**config.mk**
```make
export PLATFORM = sky130hd
export DESIGN_NAME = prime_table_gen_flat
export DESIGN_NICKNAME = d
export VERILOG_FILES = /design/src/rtl/prime_table_gen_if.sv /design/src/rtl/prime_table_gen.sv /design/src/flat_wrapper.sv
export SDC_FILE = /design/constraint.sdc
export NUM_CORES = 1
export LEC_CHECK = 0
export CAP_MARGIN = 20
export CORE_MARGIN = 3
export CORE_UTILIZATION = 64
export CTS_BUF_LIST = sky130_fd_sc_hd__clkbuf_4 sky130_fd_sc_hd__clkbuf_8 sky130_fd_sc_hd__clkbuf_16
export CTS_CLUSTER_SIZE = 14
export DETAILED_ROUTE_END_ITERATION = 7
export PLACE_DENSITY = 0.95
export SLEW_MARGIN = 20
export SYNTH_ARGS = -nofsm -noshare
export SYNTH_HDL_FRONTEND = slang
export SYNTH_SLANG_ARGS = --single-unit
```
**constraint.sdc**
```tcl
create_clock -name clk -period 12.4 [get_ports clk]
set_input_delay 1.86 -clock clk [delete_from_list [all_inputs] [get_ports clk]]
set_output_delay 1.86 -clock clk [all_outputs]
set_load 0.03 [all_outputs]
```
**src/rtl/prime_table_gen_if.sv**
```systemverilog
// Control handshake and single-port memory bus for the prime table generator.
// The generator uses modport master; the controller/memory side uses slave.
interface prime_table_gen_if #(
    parameter int ADDR_W = 13,
    parameter int DATA_W = 9
);
    logic              start;
    logic [DATA_W-1:0] bound;
    logic              busy;
    logic              done;
    logic              overflow;
    logic [ADDR_W-1:0] prime_count;
    logic              mem_we;
    logic [ADDR_W-1:0] mem_addr;
    logic [DATA_W-1:0] mem_din;
    logic [DATA_W-1:0] mem_dout;

    modport master (
        input  start, bound, mem_dout,
        output busy, done, overflow, prime_count,
        output mem_we, mem_addr, mem_din
    );

    modport slave (
        output start, bound, mem_dout,
        input  busy, done, overflow, prime_count,
        input  mem_we, mem_addr, mem_din
    );
endinterface

```
**src/rtl/prime_table_gen.sv**
```systemverilog
// Fills a prime table with ascending primes <= bound by trial division
// against primes already stored, using the memory's single port.
module prime_table_gen #(
    parameter int ADDR_W     = 13,
    parameter int DATA_W     = 9,
    parameter int BASE_ADDR  = 0,
    parameter int MAX_PRIMES = 128,
    parameter int RD_LAT     = 1
) (
    input logic clk,
    input logic rst,
    prime_table_gen_if.master bus
);
    localparam int CW    = DATA_W + 1;
    localparam int LAT_W = 4;

    typedef enum logic [2:0] {
        IDLE, WR2, NEXT, RD, CHK, MOD, WRP, DONE
    } state_t;

    state_t            state, state_n;
    logic [DATA_W-1:0] bound_q, bound_n;
    logic [CW-1:0]     cand, cand_n;
    logic [ADDR_W-1:0] idx, idx_n;
    logic [ADDR_W-1:0] count, count_n;
    logic [CW-1:0]     rem, rem_n;
    logic [DATA_W-1:0] p, p_n;
    logic              ovf, ovf_n;
    logic [LAT_W-1:0]  lat, lat_n;

    logic              we;
    logic [ADDR_W-1:0] addr;
    logic [DATA_W-1:0] din;

    logic [2*DATA_W-1:0] sq;
    logic [2*DATA_W-1:0] cand_ext;

    // Square is taken at full width so 511*511 cannot wrap.
    assign sq = {{DATA_W{1'b0}}, bus.mem_dout}
              * {{DATA_W{1'b0}}, bus.mem_dout};
    assign cand_ext = {{(DATA_W-1){1'b0}}, cand};

    always_ff @(posedge clk) begin
        if (rst) begin
            state   <= IDLE;
            bound_q <= '0;
            cand    <= '0;
            idx     <= '0;
            count   <= '0;
            rem     <= '0;
            p       <= '0;
            ovf     <= 1'b0;
            lat     <= '0;
        end else begin
            state   <= state_n;
            bound_q <= bound_n;
            cand    <= cand_n;
            idx     <= idx_n;
            count   <= count_n;
            rem     <= rem_n;
            p       <= p_n;
            ovf     <= ovf_n;
            lat     <= lat_n;
        end
    end

    always_comb begin
        state_n = state;
        bound_n = bound_q;
        cand_n  = cand;
        idx_n   = idx;
        count_n = count;
        rem_n   = rem;
        p_n     = p;
        ovf_n   = ovf;
        lat_n   = lat;
        we      = 1'b0;
        addr    = ADDR_W'(BASE_ADDR);
        din     = '0;
        unique case (state)
            IDLE, DONE: begin
                if (bus.start) begin
                    bound_n = bus.bound;
                    count_n = '0;
                    ovf_n   = 1'b0;
                    state_n = (bus.bound < DATA_W'(2)) ? DONE : WR2;
                end
            end
            WR2: begin
                we      = 1'b1;
                din     = DATA_W'(2);
                count_n = ADDR_W'(1);
                cand_n  = CW'(3);
                state_n = NEXT;
            end
            NEXT: begin
                if (cand > {1'b0, bound_q}) begin
                    state_n = DONE;
                end else if (count == ADDR_W'(MAX_PRIMES)) begin
                    ovf_n   = 1'b1;
                    state_n = DONE;
                end else begin
                    // Candidates are odd, so division by 2 is skipped.
                    idx_n   = ADDR_W'(1);
                    lat_n   = '0;
                    state_n = RD;
                end
            end
            RD: begin
                if (idx == count) begin
                    state_n = WRP;
                end else begin
                    addr = ADDR_W'(BASE_ADDR) + idx;
                    if (lat == LAT_W'(RD_LAT - 1)) begin
                        lat_n   = '0;
                        state_n = CHK;
                    end else begin
                        lat_n = lat + LAT_W'(1);
                    end
                end
            end
            CHK: begin
                p_n = bus.mem_dout;
                if (sq > cand_ext) begin
                    state_n = WRP;
                end else begin
                    rem_n   = cand;
                    state_n = MOD;
                end
            end
            MOD: begin
                if (rem >= {1'b0, p}) begin
                    rem_n = rem - {1'b0, p};
                end else if (rem == '0) begin
                    cand_n  = cand + CW'(2);
                    state_n = NEXT;
                end else begin
                    idx_n   = idx + ADDR_W'(1);
                    lat_n   = '0;
                    state_n = RD;
                end
            end
            WRP: begin
                we      = 1'b1;
                addr    = ADDR_W'(BASE_ADDR) + count;
                din     = cand[DATA_W-1:0];
                count_n = count + ADDR_W'(1);
                cand_n  = cand + CW'(2);
                state_n = NEXT;
            end
            default: state_n = IDLE;
        endcase
    end

    assign bus.busy        = (state != IDLE) && (state != DONE);
    assign bus.done        = (state == DONE);
    assign bus.overflow    = ovf;
    assign bus.prime_count = count;
    assign bus.mem_we      = we;
    assign bus.mem_addr    = addr;
    assign bus.mem_din     = din;
endmodule

```
**src/flat_wrapper.sv**
```systemverilog
// flat-port wrapper written by rule: the top's interface ports become plain ports
module prime_table_gen_flat 
#(
    parameter int ADDR_W     = 13,
    parameter int DATA_W     = 9,
    parameter int BASE_ADDR  = 0,
    parameter int MAX_PRIMES = 128,
    parameter int RD_LAT     = 1
)
  (clk, rst, bus_start, bus_bound, bus_mem_dout, bus_busy, bus_done, bus_overflow, bus_prime_count, bus_mem_we, bus_mem_addr, bus_mem_din);
  prime_table_gen_if #(.ADDR_W(ADDR_W), .DATA_W(DATA_W)) bus_i ();
  input logic clk;
  input logic rst;
  input wire logic [$bits(bus_i.start)-1:0] bus_start;
  input wire logic [$bits(bus_i.bound)-1:0] bus_bound;
  input wire logic [$bits(bus_i.mem_dout)-1:0] bus_mem_dout;
  output wire logic [$bits(bus_i.busy)-1:0] bus_busy;
  output wire logic [$bits(bus_i.done)-1:0] bus_done;
  output wire logic [$bits(bus_i.overflow)-1:0] bus_overflow;
  output wire logic [$bits(bus_i.prime_count)-1:0] bus_prime_count;
  output wire logic [$bits(bus_i.mem_we)-1:0] bus_mem_we;
  output wire logic [$bits(bus_i.mem_addr)-1:0] bus_mem_addr;
  output wire logic [$bits(bus_i.mem_din)-1:0] bus_mem_din;
  assign bus_i.start = bus_start;
  assign bus_i.bound = bus_bound;
  assign bus_i.mem_dout = bus_mem_dout;
  assign bus_busy = bus_i.busy;
  assign bus_done = bus_i.done;
  assign bus_overflow = bus_i.overflow;
  assign bus_prime_count = bus_i.prime_count;
  assign bus_mem_we = bus_i.mem_we;
  assign bus_mem_addr = bus_i.mem_addr;
  assign bus_mem_din = bus_i.mem_din;
  prime_table_gen #(.ADDR_W(ADDR_W), .DATA_W(DATA_W), .BASE_ADDR(BASE_ADDR), .MAX_PRIMES(MAX_PRIMES), .RD_LAT(RD_LAT)) u_core (.clk(clk), .rst(rst), .bus(bus_i));
endmodule
```
Word-level counts from Yosys, hierarchy flattened

Cells that the tools add are included.
Widths: inputs -> output; s select.

Add/subtract/negate cells: 5
Multipliers: 1
Div/mod/pow operators: 0
$lt $le $gt $ge: 4
Eq/ne operators: 21
Shift-type cells: 0
Muxes and demuxes: 38
Bitwise operators: 0
Reductions and logical operators: 21

Operators with widths:

| operator              | number |
|---|---|
| $mux 13               | 6 |
| $pmux 13 s2           | 2 |
| $mux 10               | 4 |
| $pmux 13 s3           | 1 |
| $pmux 10 s3           | 1 |
| $add 13x1->13 const B | 2 |
| $mux 4                | 6 |
| $mux 3                | 7 |
| $pmux 10 s2           | 1 |
| $gt 18x10->1          | 1 |
| $mul 9x9->18          | 1 |
| $pmux 3 s6            | 1 |
| $pmux 9 s2            | 1 |
| $ne 2x2->1 const B    | 7 |
| $eq 13x13->1          | 1 |
| $eq 13x8->1 const B   | 1 |
| $eq 3x3->1 const B    | 4 |
| $pmux 4 s3            | 1 |
| $reduce_bool 3->1     | 4 |
| $add 10x2->10 const B | 1 |
| $ge 10x9->1           | 1 |
| $gt 10x9->1           | 1 |
| $logic_not 10->1      | 1 |
| $sub 10x9->10         | 1 |
| 20 further kinds      | 33 |

Register bits after elaboration: 72
Latch bits: 0
Bits in writable memories: 0
Bits in read-only memories: 0
Bits of input ports: 21
Output and inout port bits: 39
Logic and storage cells: 99
Memories: 0

Depth between registers and ports, before layout

Gate-level depths: netlist (run 1).

Depth after elaboration: 4
Mapped depth: 26
Gate-level depth less buffers: 24

Least setup slack after synthesis (run 1)

Ideal clock, no wire load.

Path type: input to register
From: input bus_mem_dout[6]
To: register u_core.rem[7]
Setup time: 72 ps
Data arrival time: 7,781 ps
Data required time: 12,328 ps
Slack: 4,547 ps
Stages on the path: 25
Buffers on the path: 2
Cell sequence: clkbuf_1 and2_1 inv_1 fa_1 inv_1 fa_1 inv_1 fa_1 fa_1 inv_1 ha_1 a21o_1 a21oi_1 nand2_1 xor2_1 ha_1 a21oi_1 a21oi_1 a221o_1 a2111oi_2 nand4_1 or4_1 buf_2 o21ai_4 mux2i_1

Cells in the longest elaborated chain, start to end: 4

Ends and longest elaborated chain:

| item                       | line                   | text |
|---|---|---|
| start, declared            | flat_wrapper.sv:16     | `input wire logic [$bits(bus_i.mem_dout)-1:0] bus_mem_dout;` |
| $mul 9x9->18               | prime_table_gen.sv:40  | `* {{DATA_W{1'b0}}, bus.mem_dout};` |
| $gt 18x10->1               | prime_table_gen.sv:124 | `if (sq > cand_ext) begin` |
| $ne 2x2->1 (no line)       | n/a                    |  |
| $reduce_and 3->1 (no line) | n/a                    |  |
| end signal, assigned       | prime_table_gen.sv:60  | `rem <= rem_n;` |
| end, declared              | prime_table_gen.sv:26  | `logic [CW-1:0] rem, rem_n;` |

Every way passes these cells.
A chain may end at the register's enable or synchronous reset.

Worst setup path in the final report (run 1)

From: input bus_mem_dout[6]
To: register u_core.rem[6]

Same word-level chain as after synthesis.

==> metrics.md, run 1 <==
| Metric | Value |
|---|---|
| CP Capture Type | flop |
| Setup TNS Final | 0 ns |
| Setup repair bufs after CTS | 0 |
| Synth warn | 0 |
| Clock Sinks | 72 |
| RR Endpoint | u_core.rem[6] |
| Final worst path period share | 0.683 |
| Share of the synthesized area in the top cell type | 0.212 |
| Ys flop type | dfxtp_1 |
| Row Count | 36 |
| Area growth from synthesis to layout | 12.2% |
| Vias after detailed routing | 6441 |
| Max FO, Critical Path | 10 |
| RSZ-0062 raised after global routing | no |
| Vias per inst | 6.13 |
| Hold_buf cts | 0 |
| Post-synth cell types | 68 |
| Final ANT Viol Nets | 0 |
| Number of flops mapped to enable cells by yosys | 0 |
| DIE HEIGHT | 109 um |
| Static Leakage | 3.24 nW |
| Hold depth | 2 |
| P per Cell Area | 159 nW/um^2 |
| GR Overflow Total | 0 |
| Initial antenna violation count | 0 |
| Input/output buffers | 59 |
| Antenna Cells | 0 |
| Vias in the first global route | 6118 |
| CTS H-tree depth | 3 |
| Pre-CTS setup slack | 3.61 ns |
| Fin. max-slew vios | 0 |
| VDD IR max | 0.153 mV |
| Async set or reset register ratio after synthesis | 0 |
| Area of placed instances | 7410 um^2 |
| #FFs+latches synth | 72 |
| Worst R2R Path Depth | 10 |
| Hold Path Class | reg -> reg |
| Top Ports | 60 |
| Max Clock Skew | 0.0183 ns |
| Clock latency on the worst-skew pair | 0.36 ns |
| CTS tree | done |
| Die Wd | 109 um |
| RR Startpoint | u_core.cand[4] |
| Critical path arrival | 8.74 ns |
| Count leader, synth | inv_1 |
| Top post-synthesis cells by area | dfxtp_1 (21%), ha_1 (12%), fa_1 (10%), inv_1 (6.3%), nand2_1 (5.8%) |
| Final nets | 1033 |
| Tmin final | 8.47 ns |
| Share of cells above drive strength 1 | 0.0316 |
| GRT Util Overall | 0.304 |
| PnR worst setup slack | 3.93 ns |
| Hold Violations, Final | 0 |
| Final Setup Violations | 0 |
| Slew @ Worst Pin | 1.03 ns |
| Cts bufs inserted | 9 |
| Synth Cell Area | 6780 um^2 |
| Die ar. | 11900 um^2 |
| Status | completed |
| Sequential element share of the synthesized area | 0.212 |
| Internal reg-to-reg setup slack | 9.15 ns |
| Area occupied by multi-input gates | 4770 um^2 |
| Setup CP Type | in -> reg |
| Fillers | 704 |
| Routed WL | 17000 um |
| Initial DRC Count | 582 |
| Residual DRC | 0 |
| HPWL Detailed | 13000 um |
| Number of max-cap violations | 0 |
| Post-synth top cells | inv_1 (113), nand2_1 (105), dfxtp_1 (72) |
| Startpoint types | primary input |
| Initial cell density of the core | 0.675 |
| Pin count of the biggest net entering global routing | 38 |
| Root buffer cell | clkbuf_8 |
| Post-Synthesis Cells | 877 |
| WL per Instance | 16.2 um |
| First-pass GRT wire length | 29000 um |
| Mean post-synth cell area | 7.74 um^2 |
| Hold path startpoint | u_core.bound_q[1] |
| Core footprint | 10000 um^2 |
| Slew Limit Headroom | 0.308 |
| Resized Gates After CTS | 0 |
| Synth area leader | dfxtp_1 |
| Clock slew at reported path FFs | 0.09 ns |
| Bufs on Longest Clock Path | 2 |
| Syn_nets | 998 |
| Maximum clock frequency | 118 MHz |
| Hold EP | u_core.bound_q[1] |
| Final design area excluding fillers | 7610 um^2 |
| Register area | 1440 um^2 |
| Global placement routability congestion | 0.985 |
| Critical path required time | 12.67 ns |
| First-pass DRT Iterations | 6 |
==> power by group <==
group	total, mW	switching (mW)	internal, mW
clock	0.192	0.0977	0.0946
sequential	0.284	0.0334	0.251
combinational	0.734	0.438	0.296
total	1.21	0.569	0.641
==> layer usage <==
| metal | vias to the layer above | track usage | part of all wire |
|---|---|---|---|
| met2 | 328 | 0.495 | 0.47 |
| li1 | 3080 | - | - |
| met1 | 2976 | 0.410 | 0.41 |
| met5 | - | 0 | 0 |
| met3 | 57 | 0.0545 | 0.089 |
| met4 | 0 | 0.100 | 0.030 |
==> how the worst max path moves through the flow <==
stage / start / to / depth (start not counted)
after global routing: bus_mem_dout[6] / u_core.rem[6] / 24
final: bus_mem_dout[6] / u_core.rem[6] / 24
after CTS: bus_mem_dout[6] / u_core.rem[7] / 24
after detailed placement: bus_mem_dout[6] / u_core.rem[7] / 24
after global placement: bus_mem_dout[6] / u_core.rem[7] / 24
after floorplan: bus_mem_dout[6] / u_core.rem[7] / 25
==> area by class of cell <==
cell class	instances	area share
Multi-Input combinational cell	654	0.627
Sequential cell	72	0.189
Timing Repair Buffer	61	0.0795
Inverter	114	0.0562
Tap cell	133	0.0219
Clock buffer	9	0.0163
Clock inverter	7	0.0102
==> per-stage QoR <==
stage           util  hold WS (ns)  power, mW  std cells
6_report       0.758         0.461       1.21       1050
5_1_grt        0.758         0.489       1.31       1050
4_1_cts        0.758         0.460       1.20       1050
3_5_place_dp   0.738         0.447       1.00       1034
3_3_place_gp   0.738         0.442      0.985       1034
2_1_floorplan      -         0.436      0.845        877
==> cell families after synthesis <==
kind of cell,count (synthesis),synth area share
fa+ha+maj,100,0.223
mux,6,0.00904
flops,72,0.212
simple gates,314,0.223
buf+inv,151,0.0841
compound gates,179,0.177
xor+xnor,55,0.0710
==> cells in the final DEF, fill, tap and decap left out, types with 12 or more instances in the layout <==
cell,n
inv_1,113
nand2_1,105
dfxtp_1,72
nor2_1,68
ha_1,65
a21oi_1,60
clkdlybuf4s50_1,59
fa_1,35
xnor2_1,31
o21ai_0,27
xor2_1,24
nor3_1,24
nand3_1,22
and2_1,20
nor4_1,18
a22o_1,12
nand4_1,12
==> worst max-delay path: stages <==
cell and delay [ns]:
clkdlybuf4s50_1 0.66, and2_1 0.24, inv_1 0.08, fa_1 0.59
inv_1 0.08, fa_1 0.50, inv_1 0.05, fa_1 0.46
fa_1 0.54, inv_1 0.04, ha_1 0.35, a21o_1 0.18
a21oi_1 0.29, nand2_1 0.14, xor2_1 0.17, ha_1 0.31
a21oi_1 0.19, a21oi_1 0.07, a221o_1 0.27, a2111oi_2 0.28
nand4_1 0.19, nor4_2 0.75, o21ai_0 0.22, a21oi_1 0.21
==> sequential cells by signal (all words and copies together) (netlist names) <==
register and count:
u_core.p 9, u_core.idx 13, u_core.rem 10, u_core.bus.overflow 1, u_core.bus.prime_count 13, u_core.state 3
u_core.lat 4, u_core.cand 10, u_core.bound_q 9
No activity file was read; power rests on OpenSTA's default activity.
==> inputs of run 2 (changes only) <==
--- a/config.mk
+++ b/config.mk
@@ -7,11 +7,11 @@
 export LEC_CHECK = 0
 export CAP_MARGIN = 20
 export CORE_MARGIN = 3
-export CORE_UTILIZATION = 64
+export CORE_UTILIZATION = 54
 export CTS_BUF_LIST = sky130_fd_sc_hd__clkbuf_4 sky130_fd_sc_hd__clkbuf_8 sky130_fd_sc_hd__clkbuf_16
 export CTS_CLUSTER_SIZE = 14
 export DETAILED_ROUTE_END_ITERATION = 7
-export PLACE_DENSITY = 0.95
+export PLACE_DENSITY = 0.89
 export SLEW_MARGIN = 20
 export SYNTH_ARGS = -nofsm -noshare
 export SYNTH_HDL_FRONTEND = slang
==> constraint.sdc (replaced) <==
create_clock -name clk -period 7.63 [get_ports clk]
set_input_delay 1.1445 -clock clk [delete_from_list [all_inputs] [get_ports clk]]
set_output_delay 1.1445 -clock clk [all_outputs]
set_load 0.03 [all_outputs]
==> metrics.md, run 2 (same netlist as run 1, synthesis figures left out) <==
| Metric | Value |
|---|---|
| Status | completed |
| DIE HEIGHT | 118 um |
| Initial antenna violation count | 0 |
| Critical path required time | 7.89 ns |
| RR Startpoint | u_core.state[0] |
| Pin count of the biggest net entering global routing | 38 |
| Input/output buffers | 59 |
| Tmin final | 7.25 ns |
| Startpoint types | primary input |
| Maximum clock frequency | 138 MHz |
| VDD IR max | 0.189 mV |
| CP Capture Type | flop |
| Hold depth | 2 |
| GRT Util Overall | 0.247 |
| Root buffer cell | clkbuf_16 |
| Hold path startpoint | u_core.bound_q[1] |
| First-pass GRT wire length | 28900 um |
| Hold Violations, Final | 0 |
| Setup TNS Final | 0 ns |
| Global placement routability congestion | 0.916 |
| Bufs on Longest Clock Path | 2 |
| Core Util, Final | 0.644 |
| Final Setup Violations | 0 |
| Total power | 2.05 mW |
| Final ANT Viol Nets | 0 |
| Static Leakage | 3.34 nW |
| Antenna Cells | 0 |
| Cell Chain, Critical Path | clkdlybuf4s50_1 > and2_1 > inv_1 > fa_1 > inv_1 > fa_1 > inv_1 > fa_1 > fa_1 > inv_1 > ha_1 > a21o_1 > a21oi_1 > nand2_1 > xor2_1 > ha_1 > a21oi_1 > a21oi_1 > a221o_1 > a2111oi_2 > nand4_1 > or4_4 > o21ai_4 > mux2i_1 |
| Top Ports | 60 |
| Critical path arrival | 7.51 ns |
| WL per Instance | 15.4 um |
| HPWL Detailed | 12800 um |
| CTS H-tree depth | 3 |
| Initial DRC Count | 595 |
| Area growth from synthesis to layout | 15.5% |
| Number of max-cap violations | 0 |
| Clock latency on the worst-skew pair | 0.34 ns |
| Most frequent cells in the layout | inv_1 (113), nand2_1 (105), dfxtp_1 (72), nor2_1 (68), ha_1 (65) |
| Hold Path Class | reg -> reg |
| Row Count | 40 |
| GR Overflow Total | 0 |
| Setup CP Type | in -> reg |
| First-pass DRT Iterations | 7 |
| Routed WL | 16900 um |
| Worst stage delay on the critical path | 0.60 ns |
| Cts bufs inserted | 9 |
| Core footprint | 12200 um^2 |
| P per Cell Area | 261 nW/um^2 |
| Slew Limit Headroom | 0.381 |
| Vias per inst | 5.83 |
| Commonest non-fill, non-tap cell in the layout | inv_1 |
| Die ar. | 13900 um^2 |
| Fin. max-slew vios | 0 |
| Share of cells above drive strength 1 | 0.0462 |
| RSZ-0062 raised after global routing | no |
| CTS tree | done |
| Vias after detailed routing | 6405 |
| Max FO, Critical Path | 8 |
| Hold_buf cts | 0 |
| Slowest cell on the critical path | or4_4 |
| Worst R2R Path Depth | 8 |
| Clock slew at reported path FFs | 0.06 ns |
| Die Wd | 118 um |
| Final nets | 1046 |
| Critical Path Start | bus_mem_dout[6] |
| Final worst path period share | 0.950 |
| Max Clock Skew | 0.0123 ns |
| Residual DRC | 0 |
| Clock Sinks | 72 |
| Vias in the first global route | 6279 |
| Initial cell density of the core | 0.558 |
| Slew @ Worst Pin | 0.921 ns |
-- run 2: final cells by class --
| class | count | area [um^2] |
|---|---|---|
| fillers | 995 | 4330 |
| clock inverters | 6 | 43.8 |
| multi-input cells | 654 | 4780 |
| well taps | 168 | 210 |
| inverters | 114 | 428 |
| repair buffers | 74 | 703 |
| clock buffers | 10 | 233 |
| flip-flops and latches | 72 | 1440 |
-- run 2: power by group --
group / switching, mW / internal, mW
registers: 0.0543 / 0.408
logic: 0.696 / 0.491
clock network: 0.170 / 0.225
total: 0.921 / 1.12
-- run 2: worst max-delay path: cells and delay by family --
family,cells,cell delay [ns]
buffers and inverters,5,0.72
XOR/XNOR,1,0.15
AND/OR/NAND/NOR,4,1.07
multiplexers,1,0.21
AO/OA/AOI/OAI,7,1.49
adder cells (fa/ha/maj),6,2.71
-- run 2: worst paths after layout --
| kind | slack [ns] | to |
|---|---|---|
| max | 0.38 | u_core.rem[7] |
| min | 0.46 | u_core.bound_q[1] |
| min reg2reg | 0.46 | u_core.bound_q[1] |
| max reg2reg | 4.38 | u_core.idx[12] |
-- run 2: stage by stage --
stage                     hold slack (ns)  std cells  area, um^2  setup WS, ns
after CTS                           0.454       1098        7830         0.341
after detailed placement            0.447       1082        7550        0.0195
after floorplan                     0.436        877        6780         0.492
after global placement              0.442       1082        7550         0.150
final                               0.456       1098        7840         0.384
after global routing                0.468       1098        7840        0.0467
-- run 2: timing repair --
action                     CTS  global route
buffers inserted             0             0
setup endpoints to repair    0             1
gates resized for setup      0             1
-- run 2: metal layers --
layer  track usage  wire length, um  vias up
met3        0.0380             1030       41
met4        0.0799              394        0
met2         0.429             8370      245
met5             0                0        -
met1         0.313             7150     3019
li1              -                -     3100
==> inputs of run 3 (changes only) <==
--- a/config.mk
+++ b/config.mk
@@ -11,6 +11,7 @@
 export CTS_BUF_LIST = sky130_fd_sc_hd__clkbuf_4 sky130_fd_sc_hd__clkbuf_8 sky130_fd_sc_hd__clkbuf_16
 export CTS_CLUSTER_SIZE = 14
 export DETAILED_ROUTE_END_ITERATION = 7
+export GPL_TIMING_DRIVEN = 0
 export PLACE_DENSITY = 0.89
 export SLEW_MARGIN = 20
 export SYNTH_ARGS = -nofsm -noshare
==> metrics.md, run 3 (same netlist as run 1, synthesis figures left out) <==
| Metric | Value |
|---|---|
| Most frequent cells in the layout | inv_1 (113), nand2_1 (105), dfxtp_1 (72), nor2_1 (68), ha_1 (63) |
| Clock Sinks | 72 |
| First-pass DRT Iterations | 7 |
| Clock slew at reported path FFs | 0.06 ns |
| HPWL Detailed | 13400 um |
| Status | completed |
| First-pass GRT wire length | 28900 um |
| RR Startpoint | u_core.cand[9] |
| Non-Filler Instances | 1119 |
| Final ANT Viol Nets | 0 |
| Die ar. | 13900 um^2 |
| Cells after DPL | 1101 |
| Number of max-cap violations | 0 |
| Initial DRC Count | 689 |
| VDD IR max | 0.198 mV |
| Tmin final | 7.56 ns |
| Vias per inst | 5.90 |
| Final nets | 1067 |
| Hold Violations, Final | 0 |
| Area growth from synthesis to layout | 16.9% |
| Initial cell density of the core | 0.558 |
| Clock latency on the worst-skew pair | 0.34 ns |
| Critical path arrival | 7.76 ns |
| Bufs on Longest Clock Path | 2 |
| Critical Path Start | bus_mem_dout[1] |
| Fin. max-slew vios | 0 |
| Cts bufs inserted | 9 |
| Startpoint types | primary input |
| CP Capture Type | flop |
| CTS H-tree depth | 3 |
| Global placement routability congestion | 0.930 |
| Initial antenna violation count | 0 |
| Routed WL | 17900 um |
| Input/output buffers | 56 |
| P per Cell Area | 270 nW/um^2 |
| Slew @ Worst Pin | 0.994 ns |
| Residual DRC | 0 |
| Pin count of the biggest net entering global routing | 12 |
| Vias after detailed routing | 6607 |
| Row Count | 40 |
| PnR worst setup slack | 0.0704 ns |
| Root buffer cell | clkbuf_16 |
| Die Wd | 118 um |
| Static Leakage | 3.38 nW |
| WL per Instance | 16.0 um |
| GRT Util Overall | 0.249 |
| Maximum clock frequency | 132 MHz |
| Final worst path period share | 0.991 |
| Antenna Cells | 0 |
| Critical path required time | 7.83 ns |
| GR Overflow Total | 0 |
| CTS tree | done |
| Core footprint | 12200 um^2 |
| Vias in the first global route | 6253 |
| DIE HEIGHT | 118 um |
| Top Ports | 60 |
| Fin Hold WS | 0.454 ns |
| Setup CP Type | in -> reg |
| Final Setup Violations | 0 |
| Hold path startpoint | u_core.p[2] |
| Slew Limit Headroom | 0.332 |
| Share of cells above drive strength 1 | 0.0442 |
| Pre-CTS setup slack | -0.821 ns |
| Hold Path Class | reg -> reg |
| Max Clock Skew | 0.00776 ns |
| Commonest non-fill, non-tap cell in the layout | inv_1 |
| Max FO, Critical Path | 10 |
| Core Util, Final | 0.652 |
[run 3: path summary, 6_finish.rpt]
check                                endpoint  slack [ns]  depth (start not counted)
worst min register to register    u_core.p[2]        0.45                          2
worst max-delay path            u_core.rem[1]        0.07                         27
worst min-delay path              u_core.p[2]        0.45                          2
worst max register to register  u_core.rem[1]        4.36                         12
[run 3: cell type report]
class | count | area [um^2]
multi-input cells | 654 | 4820
well taps | 168 | 210
flip-flops and latches | 72 | 1440
inverters | 114 | 428
clock buffers | 13 | 262
plain buffers | 35 | 150
clock inverters | 3 | 17.5
fillers | 984 | 4230
repair buffers | 60 | 603
[run 3: through the flow]
step	area [um^2]	total power, mW	setup TNS [ns]
after floorplan	6780	1.37	0
after global placement	7550	1.61	-6.87
after detailed placement	7550	1.65	-9.00
after CTS	7870	2.08	0
after global routing	7930	2.31	-0.551
final	7930	2.14	0
[run 3: what timing repair did]
item                                    4_1_cts  5_1_grt
gates resized for setup                       6       16
hold buffers                                  0        0
buffers inserted                              2        2
pin swaps                                     2        6
cloned                                        0        0
hold endpoints to repair                      0        0
endpoints found under the setup margin       12       12
[run 3: worst max-delay path, cell delays in order]
cell and delay [ns]:
clkdlybuf4s50_1 0.51, buf_6 0.16, and2_4 0.17, inv_1 0.05, fa_1 0.51, inv_1 0.07
fa_1 0.51, inv_1 0.05, fa_1 0.46, fa_1 0.55, inv_1 0.06, ha_4 0.26
a21o_1 0.17, a21oi_2 0.20, nand2_1 0.13, xor2_1 0.22, ha_1 0.31, a21oi_2 0.18
a21oi_1 0.07, a221o_1 0.30, a2111oi_4 0.29, nand4_1 0.19, or4_4 0.55, buf_2 0.19
o21ai_4 0.20, buf_4 0.17, o31ai_1 0.06
[run 3: power by group]
part	total, mW	switching, mW	internal (mW)
Sequential	0.437	0.0286	0.409
Combinational	1.31	0.787	0.521
Clock	0.399	0.160	0.239
Total	2.14	0.976	1.17
[run 3: layer usage]
metal / track usage / wire length, um / vias to the layer above
li1: - / - / 3147
met1: 0.314 / 7380 / 3099
met2: 0.423 / 8490 / 306
met3: 0.0418 / 1450 / 55
met4: 0.0974 / 548 / 0
met5: 0 / 0 / -
